$ cat src/rtl/spi_master.sv
// spi_master: parameterised SPI master for the Hack peripheral bus.
// Shifts one WIDTH-bit word out on mosi while capturing one from miso, and
// presents {busy, received word} in the 16-bit Hack memory-mapped format.
// Optional chip-select generation: define SPI_MASTER_CSN_EN to drive csn,
// otherwise csn is tied high with identical transfer timing.
module spi_master #(
  parameter int WIDTH     = 8,
  parameter int DIV       = 4,
  parameter int CPOL      = 0,
  parameter int CPHA      = 0,
  parameter int MSB_FIRST = 1
) (
  input  logic             clk,
  input  logic             reset,
  input  logic             load,
  input  logic [WIDTH-1:0] in,
  output logic [15:0]      out,
  output logic             done,
  output logic             mosi,
  input  logic             miso,
  output logic             sck,
  output logic             csn
);

  localparam int DIV_W  = (DIV > 1) ? $clog2(DIV) : 1;
  localparam int EDGE_W = $clog2(2 * WIDTH);
  localparam logic CPOL_L = (CPOL != 0);
  localparam logic CPHA_L = (CPHA != 0);
  localparam logic [DIV_W-1:0]  DIV_LAST  = DIV_W'(DIV - 1);
  localparam logic [EDGE_W-1:0] EDGE_LAST = EDGE_W'(2 * WIDTH - 1);

  typedef enum logic [1:0] {IDLE, LEAD, XFER, TRAIL} state_e;

  state_e              state_q, state_d;
  logic [DIV_W-1:0]    div_cnt_q, div_cnt_d;
  logic [EDGE_W-1:0]   edge_cnt_q, edge_cnt_d;
  logic [WIDTH-1:0]    tx_q, tx_d;
  logic [WIDTH-1:0]    rx_q, rx_d;
  logic [WIDTH-1:0]    data_q, data_d;
  logic                busy_q, busy_d;
  logic                done_q, done_d;
  logic                sck_q, sck_d;
  logic                mosi_q, mosi_d;

  logic half_end;
  logic last_edge;
  logic accept;
  logic finish;
  logic sample_edge;

  // Bit that goes on the wire next, depending on shift direction.
  function automatic logic first_bit(input logic [WIDTH-1:0] v);
    return (MSB_FIRST != 0) ? v[WIDTH-1] : v[0];
  endfunction

  // Drop the bit just sent; vacated positions fill with zero.
  function automatic logic [WIDTH-1:0] shift_out(input logic [WIDTH-1:0] v);
    return (MSB_FIRST != 0) ? (v << 1) : (v >> 1);
  endfunction

  // Insert a received bit so the finished word is right-aligned in either order.
  function automatic logic [WIDTH-1:0] shift_in(input logic [WIDTH-1:0] v,
                                                input logic b);
    logic [WIDTH-1:0] bv;
    bv = WIDTH'(b);
    return (MSB_FIRST != 0) ? ((v << 1) | bv) : ((v >> 1) | (bv << (WIDTH - 1)));
  endfunction

  assign half_end    = (div_cnt_q == DIV_LAST);
  assign last_edge   = (edge_cnt_q == EDGE_LAST);
  assign accept      = (state_q == IDLE) && load;
  assign finish      = (state_q == TRAIL) && half_end;
  // Even edges are leading; CPHA picks whether leading or trailing edges sample.
  assign sample_edge = (edge_cnt_q[0] == CPHA_L);

  // State, counter and datapath registers with synchronous reset.
  always_ff @(posedge clk) begin
    if (reset) begin
      state_q    <= IDLE;
      div_cnt_q  <= '0;
      edge_cnt_q <= '0;
      tx_q       <= '0;
      rx_q       <= '0;
      data_q     <= '0;
      busy_q     <= 1'b0;
      done_q     <= 1'b0;
      sck_q      <= CPOL_L;
      mosi_q     <= 1'b0;
    end else begin
      state_q    <= state_d;
      div_cnt_q  <= div_cnt_d;
      edge_cnt_q <= edge_cnt_d;
      tx_q       <= tx_d;
      rx_q       <= rx_d;
      data_q     <= data_d;
      busy_q     <= busy_d;
      done_q     <= done_d;
      sck_q      <= sck_d;
      mosi_q     <= mosi_d;
    end
  end

  // Next state and phase counters: each of LEAD, every sck half-period and TRAIL lasts DIV cycles.
  always_comb begin
    state_d    = state_q;
    div_cnt_d  = div_cnt_q;
    edge_cnt_d = edge_cnt_q;
    case (state_q)
      IDLE: begin
        if (load) begin
          state_d    = LEAD;
          div_cnt_d  = '0;
          edge_cnt_d = '0;
        end
      end
      LEAD: begin
        if (half_end) begin
          state_d   = XFER;
          div_cnt_d = '0;
        end else begin
          div_cnt_d = div_cnt_q + DIV_W'(1);
        end
      end
      XFER: begin
        if (half_end) begin
          div_cnt_d = '0;
          if (last_edge) begin
            state_d    = TRAIL;
            edge_cnt_d = '0;
          end else begin
            edge_cnt_d = edge_cnt_q + EDGE_W'(1);
          end
        end else begin
          div_cnt_d = div_cnt_q + DIV_W'(1);
        end
      end
      TRAIL: begin
        if (half_end) begin
          state_d   = IDLE;
          div_cnt_d = '0;
        end else begin
          div_cnt_d = div_cnt_q + DIV_W'(1);
        end
      end
      default: begin
        state_d    = IDLE;
        div_cnt_d  = '0;
        edge_cnt_d = '0;
      end
    endcase
  end

  // Outputs and shift registers: latch on accept, toggle/shift/sample per sck edge, publish on finish.
  always_comb begin
    busy_d = busy_q;
    done_d = 1'b0;
    sck_d  = sck_q;
    mosi_d = mosi_q;
    tx_d   = tx_q;
    rx_d   = rx_q;
    data_d = data_q;
    if (accept) begin
      busy_d = 1'b1;
      tx_d   = in;
      rx_d   = '0;
      if (!CPHA_L) begin
        mosi_d = first_bit(in);
      end
    end else if ((state_q == XFER) && half_end) begin
      sck_d = ~sck_q;
      if (sample_edge) begin
        rx_d = shift_in(rx_q, miso);
      end else if (!CPHA_L) begin
        tx_d   = shift_out(tx_q);
        mosi_d = first_bit(shift_out(tx_q));
      end else begin
        mosi_d = first_bit(tx_q);
        tx_d   = shift_out(tx_q);
      end
    end else if (finish) begin
      busy_d = 1'b0;
      done_d = 1'b1;
      data_d = rx_q;
      mosi_d = 1'b0;
    end
  end

`ifdef SPI_MASTER_CSN_EN
  logic csn_q, csn_d;

  // Chip select falls on acceptance and rises together with done.
  always_comb begin
    csn_d = csn_q;
    if (accept) begin
      csn_d = 1'b0;
    end else if (finish) begin
      csn_d = 1'b1;
    end
  end

  // Chip-select register, deasserted by reset.
  always_ff @(posedge clk) begin
    if (reset) begin
      csn_q <= 1'b1;
    end else begin
      csn_q <= csn_d;
    end
  end

  assign csn = csn_q;
`else
  assign csn = 1'b1;
`endif

  // Hack bus word: busy in bit 15, received data right-aligned, other bits zero.
  always_comb begin
    out            = '0;
    out[WIDTH-1:0] = data_q;
    out[15]        = busy_q;
  end

  assign done = done_q;
  assign sck  = sck_q;
  assign mosi = mosi_q;

endmodule

$ cat config.mk
export PLATFORM = sky130hd
export DESIGN_NAME = spi_master
export DESIGN_NICKNAME = d
export VERILOG_FILES = /design/src/rtl/spi_master.sv
export SDC_FILE = /design/constraint.sdc
export NUM_CORES = 1
export LEC_CHECK = 0
export CELL_PAD_IN_SITES_DETAIL_PLACEMENT = 2
export CELL_PAD_IN_SITES_GLOBAL_PLACEMENT = 2
export CORE_ASPECT_RATIO = 1.25
export CORE_UTILIZATION = 29
export DETAILED_ROUTE_END_ITERATION = 10
export PLACE_DENSITY_LB_ADDON = 0.1
export SYNTH_ARGS = -nofsm -noshare
export SYNTH_HDL_FRONTEND = slang
export SYNTH_SLANG_ARGS = --single-unit
$ cat constraint.sdc
create_clock -name clk -period 1.85 [get_ports clk]
set_input_delay 0.37 -clock clk [delete_from_list [all_inputs] [get_ports clk]]
set_output_delay 0.37 -clock clk [all_outputs]
set_load 0.02 [all_outputs]
---- Word level (Yosys, flattened, before mapping) ----
Index checks and enable logic that the tools add are counted.
storage, ports and cells
  bits in registers ....................... 35
  bits of input ports ..................... 12
  output and inout bits ................... 20
  word-level logic and storage cells ...... 72
cells by class
  add/subtract/negate cells ............... 2
  eq/ne operators ......................... 12
  muxes and demuxes ....................... 23
  bitwise logic cells ..................... 5
  reduce and logical (&&, ||, !) cells .... 20
operators with widths
  cell                                            count
  2-to-1 mux 7 bit                                3
  2-to-1 mux 2 bit                                7
  2-to-1 mux 4 bit                                3
  != test 2 bit (second input constant)           6
  AND reduction 2 bit                             5
  OR 8 x 1 -> 8 bit                               1
  one-hot mux 2 bit (4 select lines)              1
  one-hot mux 4 bit (2 select lines)              1
  nonzero test 2 bit                              4
  2-to-1 mux 1 bit                                7
  == test 2 bit (second input constant)           3
  AND reduction 3 bit                             2
  OR reduction 3 bit                              2
  AND reduction 5 bit                             1
  adder 4 x 1 -> 4 bit (second input constant)    1
  == test 4 bit (second input constant)           1
  inverter 1 bit                                  4
  one-hot mux 2 bit (2 select lines)              1
  logical AND 1 bit                               3
  != test 3 bit (second input constant)           1
  nonzero test 3 bit                              1
  adder 2 x 1 -> 2 bit (second input constant)    1
  == test 2 x 1 -> 1 bit (second input constant)  1
  logical NOT 2 bit                               1
  OR reduction 2 bit                              1

---- Longest topological paths before layout ----
Gate-level depths: netlist (run 1).
  word-level depth ........................ 5
  gate-level depth with buffers ........... 8
  mapped depth without buffers ............ 6

---- Worst setup path before layout (run 1) ----
Ideal clock, no wire load.
  kind .................................... flip-flop to flip-flop
  start point ............................. register state_q[0]
  end point ............................... register edge_cnt_q[0]
  library setup time ...................... 0.070 ns
  arrival time ............................ 1.571 ns
  data required time ...................... 1.780 ns
  setup slack ............................. 0.209 ns
  cell stages (with the launch flop) ...... 8
  path buffers ............................ 1
  path through ............................ dfxtp_1 inv_1 ha_1 nor2b_1 buf_6 a21o_1 or3b_1 a21oi_1
between the ends
  word-level cells in the longest chain between the ends .. 3
  elaborated cells between the ends (all ways) .. 7
  those cells by class .................... eq/ne (3); mux (1); reduce/logical (3)
ends and longest elaborated chain
  item                                                                         RTL line  RTL
  from (decl)                                                                  34        state_e state_q, state_d;
  from (signal assigned)                                                       90        state_q <= state_d;
  == test 2 bit / logical NOT 2 bit (equally long branches)                    108       case (state_q)
  != test 2 bit (no source line) / nonzero test 2 bit (equally long branches)  n/a
  AND reduction 3 bit (no source line)                                         n/a
  to (signal assigned)                                                         92        edge_cnt_q <= edge_cnt_d;
  to (decl)                                                                    36        logic [EDGE_W-1:0] edge_cnt_q, edge_cnt_d;
Parallel ways exist; a longest one is shown, timed or not.
A chain may end at the register's enable or synchronous reset.

---- Worst setup path after layout (run 1) ----
  start point ............................. register state_q[0]
  end point ............................... register data_q[2]
between the ends
  word-level cells in the longest chain between the ends .. 4
  elaborated cells between the ends (all ways) .. 9
  those cells by class .................... eq/ne (2); bitwise (2); reduce/logical (5)
ends and longest elaborated chain
  item                                                       RTL line  RTL
  == test 2 bit / logical NOT 2 bit (equally long branches)  169, 71
  logical AND 1 bit, on equally long branches                169, 71
  inverter 1 bit (no source line)                            n/a
  AND reduction 3 bit (no source line) (*)                   n/a
  to (signal assigned)                                       95        data_q <= data_d;
  to (decl)                                                  39        logic [WIDTH-1:0] data_q, data_d;
Every way passes the cells marked *; elsewhere a longest branch is shown, timed or not.

==> flow_summary.toml, run 1 <==
[final_layout]
drive_gt1_share_pct = 10.31
fillers = 606
finish.instance_area_um2 = 1997
post-route-util_pct = 38.49
final_cell_mix = "40 x nand2_1, 34 x dfxtp_1, 23 x clkdlybuf4s50_1"
diodes = 0
area_growth_pct = 24.98
final_cells = 285
nNetsFinal = 242
layout_commonest_cell = "nand2_1"

[power_and_ir_drop]
comb_power_share_pct = 32.2
p_leak_nw = 0.7495
power_frac_seq_pct = 41.6
power-per-cell-area_nw_per_um2 = 1061
peakVddDrop_mv = 0.3646
clkPwrFrac_pct = 26.2
switchingPower_uw = 731.8
finalPower_mw = 2.119
p_int_mw = 1.388
switching_share_pct = 34.53

[status]
status = "finished clean"

[clock_network]
cts.sinks = 35
insertion_delay_ns = 0.29
htreeDepth = 2
numCtsBuffers = 5
clock_path_buffers = 2
cts_tree = "yes"
clkTransAtPathRegs_ns = 0.07
cts-root-buf = "clkbuf_8"

[flow_run]
drv_cap = 0

[yosys]
synth.avg_cell_area_um2 = 8.279
synth_ff_type = "dfxtp_1"
synth_cell_types = 34
synth_cells = 193
synth_edf_count = 0
ys_ff_latch = 35
synth-seq-area-share_pct = 43.85
synth_area_um2 = 1598
yosysWarnings = 0
synthArstFlopShare_pct = 0

[die]
core_um2 = 5189
initial_core_util_pct = 30.79
ios = 32
die_x_um = 68.39
die_area_um2 = 5812
num_rows = 29
dieHeight_um = 84.99

[drt]
vias_per_cell = 4.814
route.detailed.drc = 0
via_count = 1372
drt_iter0_markers = 61
dr.pass1.iters = 4
wl_per_cell_um = 15.28
detail-route-antenna-nets = 0
wirelength_um = 4355

[critical_path]
crit_chain = "inv_1 > ha_2 > buf_4 > nor3_1 > buf_4 > mux2i_1 > nor2_1"
path_max_fanout = 9
cp_slowest_cell = "dfxtp_1"
crit_path_frequent_cell = "buf_4"
cpPeakStageDelay_ns = 0.35
cp.required_ns = 2.03
crit_type = "flip-flop to flip-flop"
cp-end-kind = "flip-flop"
cp_num_buf_inv = 3
critPathTopFamily = "buffers and inverters"
startpoint_type = "flip-flop"
arrival_ns = 1.89

[placed_design]
port_buffers = 23
dpl.cell_count = 277
placed_cell_area_um2 = 1906
pre_cts_ws_ns = -0.02307
place_congestion = 0.6770
dpl.hpwl_um = 3301

[grt]
grt_overflow = 0
grt_pass1_vias = 1522
grt_max_degree = 16
grt.total_usage_pct = 17.04
grt_pass1_wl_um = 7348
antenna_found_initial = 0

[timing]
setup_viol = 0
skew_ns = 0.01080
min_period_ns = 1.712
setup_ws_ns = 0.1378
fin_crit_sh_pct = 92.55
grt_setup_unrepaired = "false"
hold_viol_final = 0
fmax_ghz = 0.5840
slew_viol_final = 0

[min_path]
hold_path.class = "flip-flop to flip-flop"
## final timing paths
path	start	cells after the start	slack, ns	to
worst max-delay path	state_q[0]	7	0.14	data_q[2]
worst min-delay path	rx_q[7]	2	0.47	rx_q[7]
worst max register to register	state_q[0]	7	0.14	data_q[2]
worst min register to register	rx_q[7]	2	0.47	rx_q[7]
## power by group through the flow
| stage | registers, mW | clock network (mW) | logic, mW |
|---|---|---|---|
| global placement | 0.890 | 0 | 0.645 |
| detailed placement | 0.901 | 0 | 0.689 |
| finish | 0.882 | 0.554 | 0.683 |
| global route | 0.895 | 0.603 | 0.776 |
| CTS | 0.883 | 0.570 | 0.693 |
| floorplan | 0.895 | 0 | 0.457 |
## metrics by stage
| step | hold slack, ns | TNS (ns) |
|---|---|---|
| after floorplan | 0.4360 | 0 |
| after global placement | 0.4492 | 0 |
| after detailed placement | 0.4617 | -0.02717 |
| after CTS | 0.4725 | 0 |
| after global routing | 0.4792 | 0 |
| final | 0.4691 | 0 |
## metal layers
| metal | vias up | routed length [um] | global-route usage (%) |
|---|---|---|---|
| met3 | 6 | 122 | 3.226 |
| met1 | 657 | 1919 | 19.32 |
| li1 | 688 | - | - |
| met4 | 0 | 59 | 5.682 |
| met2 | 21 | 2254 | 30.66 |
| met5 | - | 0 | 0 |
## layout make-up
class / instances / area [um2] / area share (%)
Clock buffer: 6 / 72.57 / 3.634
Multi-Input combinational cell: 139 / 780.7 / 39.10
Timing Repair Buffer: 34 / 325.3 / 16.29
Sequential cell: 35 / 701.9 / 35.15
Clock inverter: 2 / 12.51 / 0.6266
Tap cell: 62 / 77.57 / 3.885
Inverter: 7 / 26.28 / 1.316
## repair_timing
item                                    4_1_cts  5_1_grt
endpoints found under the setup margin        0        9
hold buffers                                  0        0
buffers inserted                              0        0
resized for setup                             0        3
## kinds of logic (layout without fill, tap and decap cells)
| kind of cell | after synthesis | after routing | share of synthesized area (%) |
|---|---|---|---|
| AOI/OAI and AO/OA | 33 | 33 | 12.77 |
| DFF | 35 | 35 | 43.85 |
| muxes | 9 | 9 | 5.638 |
| adders and majority gates | 8 | 8 | 6.265 |
| other | 2 | 8 | 0.4700 |
| buffers and inverters | 25 | 49 | 9.005 |
| and+or+nand+nor | 81 | 81 | 22.01 |
## registers in the layout, indices dropped and copies added, names as in the netlist
signal	count
edge_cnt_q	4
mosi	1
tx_q	7
sck	1
busy_q	1
data_q	8
rx_q	8
state_q	2
done	1
div_cnt_q	2
## cells in the mapped netlist, types with 3 or more instances
cell type / number / share of area, %
o21ai_0: 5 / 1.6
buf_4: 10 / 4.7
a21oi_1: 16 / 5.0
inv_1: 6 / 1.4
dfxtp_1: 35 / 44
a311oi_1: 6 / 3.3
clkbuf_1: 3 / 0.70
nor2_1: 21 / 4.9
nor3_1: 4 / 1.3
buf_2: 4 / 1.3
nand2_1: 40 / 9.4
mux2i_1: 9 / 5.6
nand3_1: 4 / 1.3
ha_1: 8 / 6.3
## worst register-to-register path, delay by kind of cell, from the launching register on
kind          cells  cell delay [ns]
buf+inv           3             0.51
flops             1             0.35
fa+ha+maj         1             0.26
simple gates      2             0.25
mux               1             0.25
Power figures use the tool's default switching activity.
==> run 2, diff against run 1 <==
--- a/config.mk
+++ b/config.mk
@@ -5,6 +5,7 @@
 export SDC_FILE = /design/constraint.sdc
 export NUM_CORES = 1
 export LEC_CHECK = 0
+export CAP_MARGIN = 15
 export CELL_PAD_IN_SITES_DETAIL_PLACEMENT = 2
 export CELL_PAD_IN_SITES_GLOBAL_PLACEMENT = 2
 export CORE_ASPECT_RATIO = 1.25
==> results of run 2 <==
No change in the layout: final DEF, timing and power equal those of run 1.
==> run 3, diff against run 2 <==
--- a/config.mk
+++ b/config.mk
@@ -9,9 +9,10 @@
 export CELL_PAD_IN_SITES_DETAIL_PLACEMENT = 2
 export CELL_PAD_IN_SITES_GLOBAL_PLACEMENT = 2
 export CORE_ASPECT_RATIO = 1.25
-export CORE_UTILIZATION = 29
+export CORE_UTILIZATION = 30
 export DETAILED_ROUTE_END_ITERATION = 10
 export PLACE_DENSITY_LB_ADDON = 0.1
+export SKIP_LAST_GASP = 1
 export SYNTH_ARGS = -nofsm -noshare
 export SYNTH_HDL_FRONTEND = slang
 export SYNTH_SLANG_ARGS = --single-unit
==> constraint.sdc (replaced) <==
create_clock -name clk -period 2 [get_ports clk]
set_input_delay 0.4 -clock clk [delete_from_list [all_inputs] [get_ports clk]]
set_output_delay 0.4 -clock clk [all_outputs]
set_load 0.02 [all_outputs]
==> run 3 against run 2 <==
Power increased by 1.5%. Sequential power decreased by 6.6%. Critical path depth decreased by 1. Non-clock buffer count decreased by 4. Cell area about the same. Critical endpoint is now edge_cnt_q[0]. Largest power group unchanged.
==> flow_summary.toml, run 3 (same netlist as run 1, synthesis figures left out) <==
[status]
status = "finished clean"

[final_layout]
nNetsFinal = 238
diodes = 0
largestRegisters = "data_q: 8 flops, rx_q: 8 flops, tx_q: 7 flops"
area_growth_pct = 25.06
drive_gt1_share_pct = 7.763
post-route-util_pct = 39.06
final_cells = 281
layout_commonest_cell = "nand2_1"
final_cell_mix = "40 x nand2_1, 35 x dfxtp_1, 23 x clkdlybuf4s50_1"

[timing]
grt_setup_unrepaired = "false"
fin_crit_sh_pct = 92.81
tns_ns = 0
slew_viol_final = 0
setup_ws_ns = 0.1438
fmax_ghz = 0.5387
slew_headroom_pct = 65.08
min_period_ns = 1.856
setup_viol = 0
hold_ws_ns = 0.4704
worst_pin_slew_ns = 0.5228
hold_viol_final = 0
skew_ns = 0.01354

[drt]
route.detailed.drc = 0
wirelength_um = 4313
vias_per_cell = 4.964
drt_iter0_markers = 23
detail-route-antenna-nets = 0
via_count = 1395
dr.pass1.iters = 4
wl_per_cell_um = 15.35

[die]
die_x_um = 67.28
initial_core_util_pct = 31.23
num_rows = 29
dieHeight_um = 83.60
ios = 32
die_area_um2 = 5624
core_um2 = 5116

[critical_path]
cp_num_buf_inv = 1
startpoint_type = "flip-flop"
crit_type = "flip-flop to flip-flop"
cpPeakStageDelay_ns = 0.42
critPathTopFamily = "simple AND/OR/NAND/NOR gates"
arrival_ns = 2.07
cp_slowest_cell = "dfxtp_1"
reg2reg_depth = 6
cp-end-kind = "flip-flop"
cp.required_ns = 2.21
crit_chain = "inv_1 > ha_1 > nor2b_1 > a21o_1 > or3b_1 > a21oi_1"
path_max_fanout = 9
r2r_slack_ns = 0.14
path_depth = 6

[clock_network]
cts_tree = "yes"
cts_resized = 1
cts.sinks = 35
clock_path_buffers = 2
ctsHoldBuffers = 0
numCtsBuffers = 5
cts_setup_buffers = 0
cts-root-buf = "clkbuf_8"
htreeDepth = 2
insertion_delay_ns = 0.29
clkTransAtPathRegs_ns = 0.07

[placed_design]
dpl.cell_count = 273
dpl.hpwl_um = 3177
place_congestion = 0.7704
pre_cts_ws_ns = 0.03613
port_buffers = 23

[grt]
grt.total_usage_pct = 17.07
grt.busiest_layer = "met2"
grt_max_degree = 13
grt_pass1_vias = 1492
use_met1_pct = 20.26
grt_pass1_wl_um = 7196
use_met2_pct = 29.27
use_met3_pct = 4.235
grt_overflow = 0
antenna_found_initial = 0

[min_path]
hold_path.class = "flip-flop to flip-flop"
hold_path_depth = 2

[power_and_ir_drop]
power-per-cell-area_nw_per_um2 = 1077
peakVddDrop_mv = 0.5502
p_leak_nw = 0.7463

[flow_run]
drv_cap = 0
-- run 3: changes by cell type in the layout (fill, tap and decap cells not counted), sizes merged --
cell and delta:
clkinvlp -1, buf -4, bufinv +2, clkinv -1
-- run 3: worst paths after layout --
path,startpoint,to
max reg2reg,state_q[1],edge_cnt_q[0]
max,state_q[1],edge_cnt_q[0]
min reg2reg,rx_q[7],rx_q[7]
min,rx_q[7],rx_q[7]
-- run 3: tightest hold or removal path, delay by kind of cell (launching register included) --
family,cells,cell delay [ns]
flops,1,0.32
compound gates,1,0.05
simple gates,1,0.05
-- run 3: report_power, final --
part / switching (mW) / internal (mW)
registers: 0.0563 / 0.768
clock network: 0.259 / 0.498
logic: 0.349 / 0.222
-- run 3: metal layers --
| layer | vias up | part of all wire (%) |
|---|---|---|
| met3 | 5 | 3.1 |
| met4 | 0 | 1.3 |
| met1 | 691 | 44 |
| met5 | - | 0 |
| met2 | 22 | 52 |
| li1 | 677 | - |
-- run 3: stage by stage --
| step | power [mW] | instance area, um2 |
|---|---|---|
| floorplan | 1.250 | 1620 |
| CTS | 2.186 | 1998 |
| detailed placement | 1.415 | 1863 |
| finish | 2.152 | 1998 |
| global route | 2.295 | 1998 |
| global placement | 1.363 | 1863 |
-- run 3: cell type report --
type,count,area (um2)
timing repair buffer,30,282.8
multi-input combinational,139,778.2
sequential,35,700.7
fill,589,3118
tap,62,77.57
clock buffer,6,72.57
clock inverter,2,60.06
inverter,7,26.28
==> patch 1, RTL diff (flow settings as in run 1) <==
`rx_q` no longer has a reset.
--- a/src/rtl/spi_master.sv
+++ b/src/rtl/spi_master.sv
@@ -82,3 +82,2 @@
       tx_q       <= '0;
-      rx_q       <= '0;
       data_q     <= '0;
@@ -93,3 +92,2 @@
       tx_q       <= tx_d;
-      rx_q       <= rx_d;
       data_q     <= data_d;
@@ -100,2 +98,6 @@
     end
+  end
+
+  always_ff @(posedge clk) begin
+    rx_q <= rx_d;
   end
Function: no difference found for any inputs over 10 cycles, from zero or initial values and one cycle with reset high; that may be too few to reach the edited logic, so the function may still have changed.
==> patch 1 against run 1 <==
- sequential cell count unchanged
- area after synthesis rose by 1.1%
- clock power rose by 27%
- worst hold slack better by 0.011 ns
- count of clock-buffer cells in the layout decreased by 1
- design area grew 6.9%
- power up 18%
- setup slack lost 0.060 ns
- die area up 1.1%
- sequential power grew 2.3%
- routed wire length shrank 3.1%
- largest cell class unchanged
- largest power group unchanged
==> patch 1: results (changes against run 1) <==
clock_tree:
  root_buffer: "clkbuf_8"  # unchanged
  clk_pin_slew_ns: 0.08
  holdBufCountCts: 0  # unchanged
  clock_latency_ns: 0.29  # about the same
  h-tree-depth: 2  # unchanged
  cts_buffer_depth: 2  # unchanged
  cts_buffers: 5  # unchanged
outcome:
  status: "finished, final reports clean"  # unchanged
routing:
  drt-initial-drc-count: 32  # was 61
  first_pass_iters: 4  # unchanged
  wirelength_um: 4220  # was 4360 um
  via_per_inst: 4.91  # was 4.81
  vias: 1366  # was 1372
synthesis:
  ys_seq_area_frac: 0.434  # was 0.439
  yosysWarnings: 0  # unchanged
  synth_common_cells: "dfxtp_1 (35), nor2_1 (19), nand2_1 (18)"  # was nand2_1 (40), dfxtp_1 (35), nor2_1 (21)
  synth_area_leaders: "dfxtp_1 (43%), mux2i_1 (6.2%), ha_1 (5.4%), nor2_1 (4.4%), a22o_1 (4.3%)"  # was dfxtp_1 (44%), nand2_1 (9.4%), ha_1 (6.3%), mux2i_1 (5.6%), a21oi_1 (5.0%)
  yosysUniqueCellTypes: 40  # was 34
  syn_avg_cell_area_um2: 9.23  # was 8.28 um^2
  async_flop_share: 0  # unchanged
timing:
  fin_skew_ns: 0.0107  # was 0.0108 ns
global_routing:
  grt_max_degree: 13  # was 16
  antenna_found_initial: 0  # unchanged
  grt_usage: 0.158  # was 0.170
  grt_first_pass_wirelength_um: 6880  # was 7350 um
  grt_pass1_vias: 1452  # was 1522
critical_path:
  cp-endpoint: "edge_cnt_q[3]"  # was data_q[2]
  critical_path_arrival_ns: 1.97  # was 1.89 ns
  rrSetupSlack_ns: 0.08  # was 0.14 ns
  crit_path_max_fanout: 4  # was 9
  startpoint: "state_q[0]"  # unchanged
  crit_type: "reg2reg"  # unchanged
  cpMaxStageDelayCell: "or4b_1"  # was dfxtp_1
  reg2reg_depth: 5  # was 7
  slowest_delay_ns: 0.56  # was 0.35 ns
layout:
  insertedDiodeCount: 0  # unchanged
  fin_nets: 232  # was 242
  drive_gt1_frac: 0.173  # was 0.103
  fillers: 623  # was 606
  reg.largest.list: "data_q: 8 flops, rx_q: 8 flops, tx_q: 7 flops"  # unchanged
power:
  p_leak_nw: 0.905  # was 0.750 nW
  vdd_drop_max_v: 0.000469  # was 0.000365 V
min_path:
  hp-class: "reg2reg"  # unchanged
place:
  io_buffer_count: 23  # unchanged
  placedCellCount: 270  # was 277
  gp_congestion: 0.755  # was 0.677
  dp_hpwl_um: 3280  # was 3300 um
job:
  max_cap_viol_count: 0  # unchanged
## patch 1: changes by cell type in the layout (fill, tap and decap cells not counted), moves of 3 or more
| cell | run 1 | this run |
|---|---|---|
| nor2b_1 | 0 | 3 |
| nand2_1 | 40 | 18 |
| a22o_1 | 0 | 8 |
| buf_4 | 10 | 21 |
| a21oi_1 | 16 | 6 |
## patch 1: power breakdown
part | switching (W) | internal [W]
Clock | 0.000302 | 0.000402
Combinational | 0.000470 | 0.000420
Sequential | 0.0000582 | 0.000844
## patch 1: critical path: cells and delay by family, from the launching register on
kind | cells | cell delay [ns]
AOI/OAI and AO/OA | 1 | 0.30
adders and majority gates | 1 | 0.21
buffers and inverters | 1 | 0.13
DFF | 1 | 0.35
and+or+nand+nor | 2 | 0.70
## patch 1: repair_timing
action	4_1_cts	5_1_grt
resized for setup	3	5
setup buffers	0	0
setup endpoints to repair	1	3
## patch 1: area by class of cell
| cell class | instances | share of cell area |
|---|---|---|
| multi-input combinational | 121 | 0.388 |
| sequential | 35 | 0.329 |
| timing repair buffer | 44 | 0.182 |
| tap | 64 | 0.0375 |
| clock buffer | 5 | 0.0322 |
| clock inverter | 3 | 0.0205 |
| inverter | 6 | 0.0106 |
## patch 1: logic make-up (layout without fill, tap and decap cells)
kind of cell / Yosys count / in the layout / synth area share
AND/OR/NAND/NOR: 58 / 58 / 0.176
flip-flops: 35 / 35 / 0.434
buffers and inverters: 25 / 58 / 0.0875
adder cells (fa/ha/maj): 7 / 7 / 0.0542
multiplexers: 10 / 10 / 0.0620
AO/OA/AOI/OAI: 38 / 38 / 0.182
other: 2 / 8 / 0.00465
## patch 1: worst min path at each step
stage | end | depth (start not counted) | slack, ns | startpoint
5_1_grt | busy_q | 1 | 0.50 | busy_q
3_5_place_dp | data_q[5] | 1 | 0.47 | data_q[5]
6_report | busy_q | 1 | 0.48 | busy_q
2_1_floorplan | edge_cnt_q[3] | 1 | 0.44 | edge_cnt_q[3]
3_3_place_gp | data_q[7] | 1 | 0.45 | rx_q[7]
4_1_cts | data_q[6] | 1 | 0.49 | data_q[6]
## patch 1: per-layer routing
layer,part of all wire,global-route usage
met1,0.42,0.176
met2,0.54,0.291
met3,0.029,0.0323
met4,0.0097,0.0445
met5,0,0
## patch 1: stage by stage
step | instance area, um^2 | setup TNS [ns] | hold slack [ns] | worst slack [ns]
floorplan | 1640 | 0 | 0.436 | 0.153
global placement | 1990 | -0.231 | 0.450 | -0.0833
detailed placement | 1990 | -0.452 | 0.472 | -0.205
CTS | 2110 | 0 | 0.490 | 0.0206
global route | 2130 | 0 | 0.501 | 0.0168
finish | 2130 | 0 | 0.480 | 0.0780
==> patch 2, RTL diff (flow settings as in run 1) <==
Made on the original files. Set the parameter `DIV` to 8 (it was 4).
--- a/src/rtl/spi_master.sv
+++ b/src/rtl/spi_master.sv
@@ -7,3 +7,3 @@
   parameter int WIDTH     = 8,
-  parameter int DIV       = 4,
+  parameter int DIV       = 8,
   parameter int CPOL      = 0,
Formal check against the unedited RTL: not equivalent (Yosys sat finds a counterexample within 10 cycles, from zero or initial values and one cycle with reset high).
==> patch 2 against run 1 <==
- final cell count increased by 7.7%
- power rose by 14%
- synthesized cell count is 4.7% higher
- area after synthesis is 12% higher
- clock skew fell by 0.0047 ns
- sequential cell count is 1 higher
- critical path depth is 1 lower
- setup slack got worse by 0.044 ns
- core utilization is 0.84 points lower
- routed wire length increased by 13%
- design area grew 10%
- count of clock-buffer cells in the layout unchanged
- critical endpoint is now state_q[0]
- highest routed layer unchanged
==> patch 2: results (changes against run 1) <==
timing:
  hold_ws_ns: 0.472  # was 0.469 ns
  fin_skew_ns: 0.00605  # was 0.0108 ns
layout:
  fin_nets: 246  # was 242
  drive_gt1_frac: 0.120  # was 0.103
  fin_cells: 307  # was 285
place:
  dp_hpwl_um: 3640  # was 3300 um
  placedCellCount: 300  # was 277
  dp_slack_ns: 0.0182  # was -0.0231 ns
  placed_area_um2: 2100  # was 1910 um^2
  gp_congestion: 0.773  # was 0.677
critical_path:
  reg2reg_depth: 6  # was 7
  crit_path_max_fanout: 10  # was 9
  critical_path_arrival_ns: 1.96  # was 1.89 ns
  r2r-end: "state_q[0]"  # was data_q[2]
  rrSetupSlack_ns: 0.09  # was 0.14 ns
synthesis:
  syn_avg_cell_area_um2: 8.85  # was 8.28 um^2
  synth_common_cells: "dfxtp_1 (36), nand2_1 (21), a21oi_1 (16)"  # was nand2_1 (40), dfxtp_1 (35), nor2_1 (21)
  synth_area_leaders: "dfxtp_1 (40%), ha_1 (6.3%), mux2i_1 (5.6%), buf_4 (4.6%), a21oi_1 (4.5%)"  # was dfxtp_1 (44%), nand2_1 (9.4%), ha_1 (6.3%), mux2i_1 (5.6%), a21oi_1 (5.0%)
  yosysUniqueCellTypes: 36  # was 34
  synth-adder-area-share: 0.0630  # was 0.0626
  ys_seq_area_frac: 0.403  # was 0.439
  synth-compound-area-share: 0.181  # was 0.128
  synth.area.mux_share: 0.0560  # was 0.0564
min_path:
  min_from: "data_q[2]"  # was rx_q[7]
  hp-class: "reg2reg"  # unchanged
  min_to: "data_q[2]"  # was rx_q[7]
global_routing:
  grt_pass1_vias: 1687  # was 1522
  grt_first_pass_wirelength_um: 8400  # was 7350 um
  met3_usage: 0.0336  # was 0.0323
  grt_use_met1: 0.190  # was 0.193
  grt_usage: 0.168  # was 0.170
  grt_max_degree: 19  # was 16
clock_tree:
  cts_buffers: 5  # unchanged
routing:
  wirelength_um: 4910  # was 4360 um
  wl_met3_um: 89  # was 122 um
  met2_length_um: 2710  # was 2250 um
  vias: 1552  # was 1372
  drt-initial-drc-count: 72  # was 61
outcome:
  status: "finished, final reports clean"  # unchanged
power:
  switching_share: 0.367  # was 0.345
  vdd_drop_max_v: 0.000464  # was 0.000365 V
  p_leak_nw: 0.844  # was 0.750 nW
## patch 2: cell types whose count changed in the layout (fill, tap and decap cells not counted), sizes merged, moves of 2 or more
cell           run 1  this run
nand2             41        21
nand4              0        12
o31ai              1        10
nor2              21        15
nor2b              1         6
inv                7         3
nand2b             1         4
nand3              4         1
nand3b             0         3
nor3               4         1
a211oi             0         2
and2               1         3
## patch 2: worst max-delay path, stage by stage (launching register included)
cell and delay, ns:
dfxtp_1 0.38, inv_1 0.12, ha_2 0.24, nor2b_1 0.14
buf_4 0.17, a2111o_1 0.36, a211oi_2 0.27
## patch 2: cell type report
type | instances | area, um^2
Tap cell | 82 | 103
Fill cell | 667 | 3650
Clock inverter | 1 | 5.00
Multi-Input combinational cell | 145 | 955
Inverter | 3 | 11.3
Sequential cell | 36 | 721
Clock buffer | 6 | 72.6
Timing Repair Buffer | 34 | 338
## patch 2: power by group through the flow
stage               Combinational (W)  Sequential, W  Clock [W]
finish                       0.000948       0.000928   0.000536
global route                  0.00106       0.000941   0.000598
CTS                          0.000924       0.000930   0.000561
detailed placement           0.000916       0.000948          0
global placement             0.000863       0.000938          0
floorplan                    0.000639       0.000934          0
## patch 2: timing repair
| item | CTS | global route |
|---|---|---|
| buffers inserted | 0 | 0 |
| setup endpoints to repair | 0 | 10 |
| resized for setup | 0 | 9 |
## patch 2: worst max-delay path by stage
| stage | start | to | slack [ns] | depth (start not counted) |
|---|---|---|---|---|
| 2_1_floorplan | div_cnt_q[0] | state_q[0] | 0.29 | 6 |
| 3_3_place_gp | load | state_q[0] | 0.10 | 5 |
| 3_5_place_dp | load | state_q[0] | 0.02 | 5 |
| 4_1_cts | state_q[0] | data_q[1] | 0.05 | 6 |
| 5_1_grt | state_q[0] | state_q[0] | -0.004 | 6 |
| 6_report | state_q[0] | state_q[0] | 0.09 | 6 |
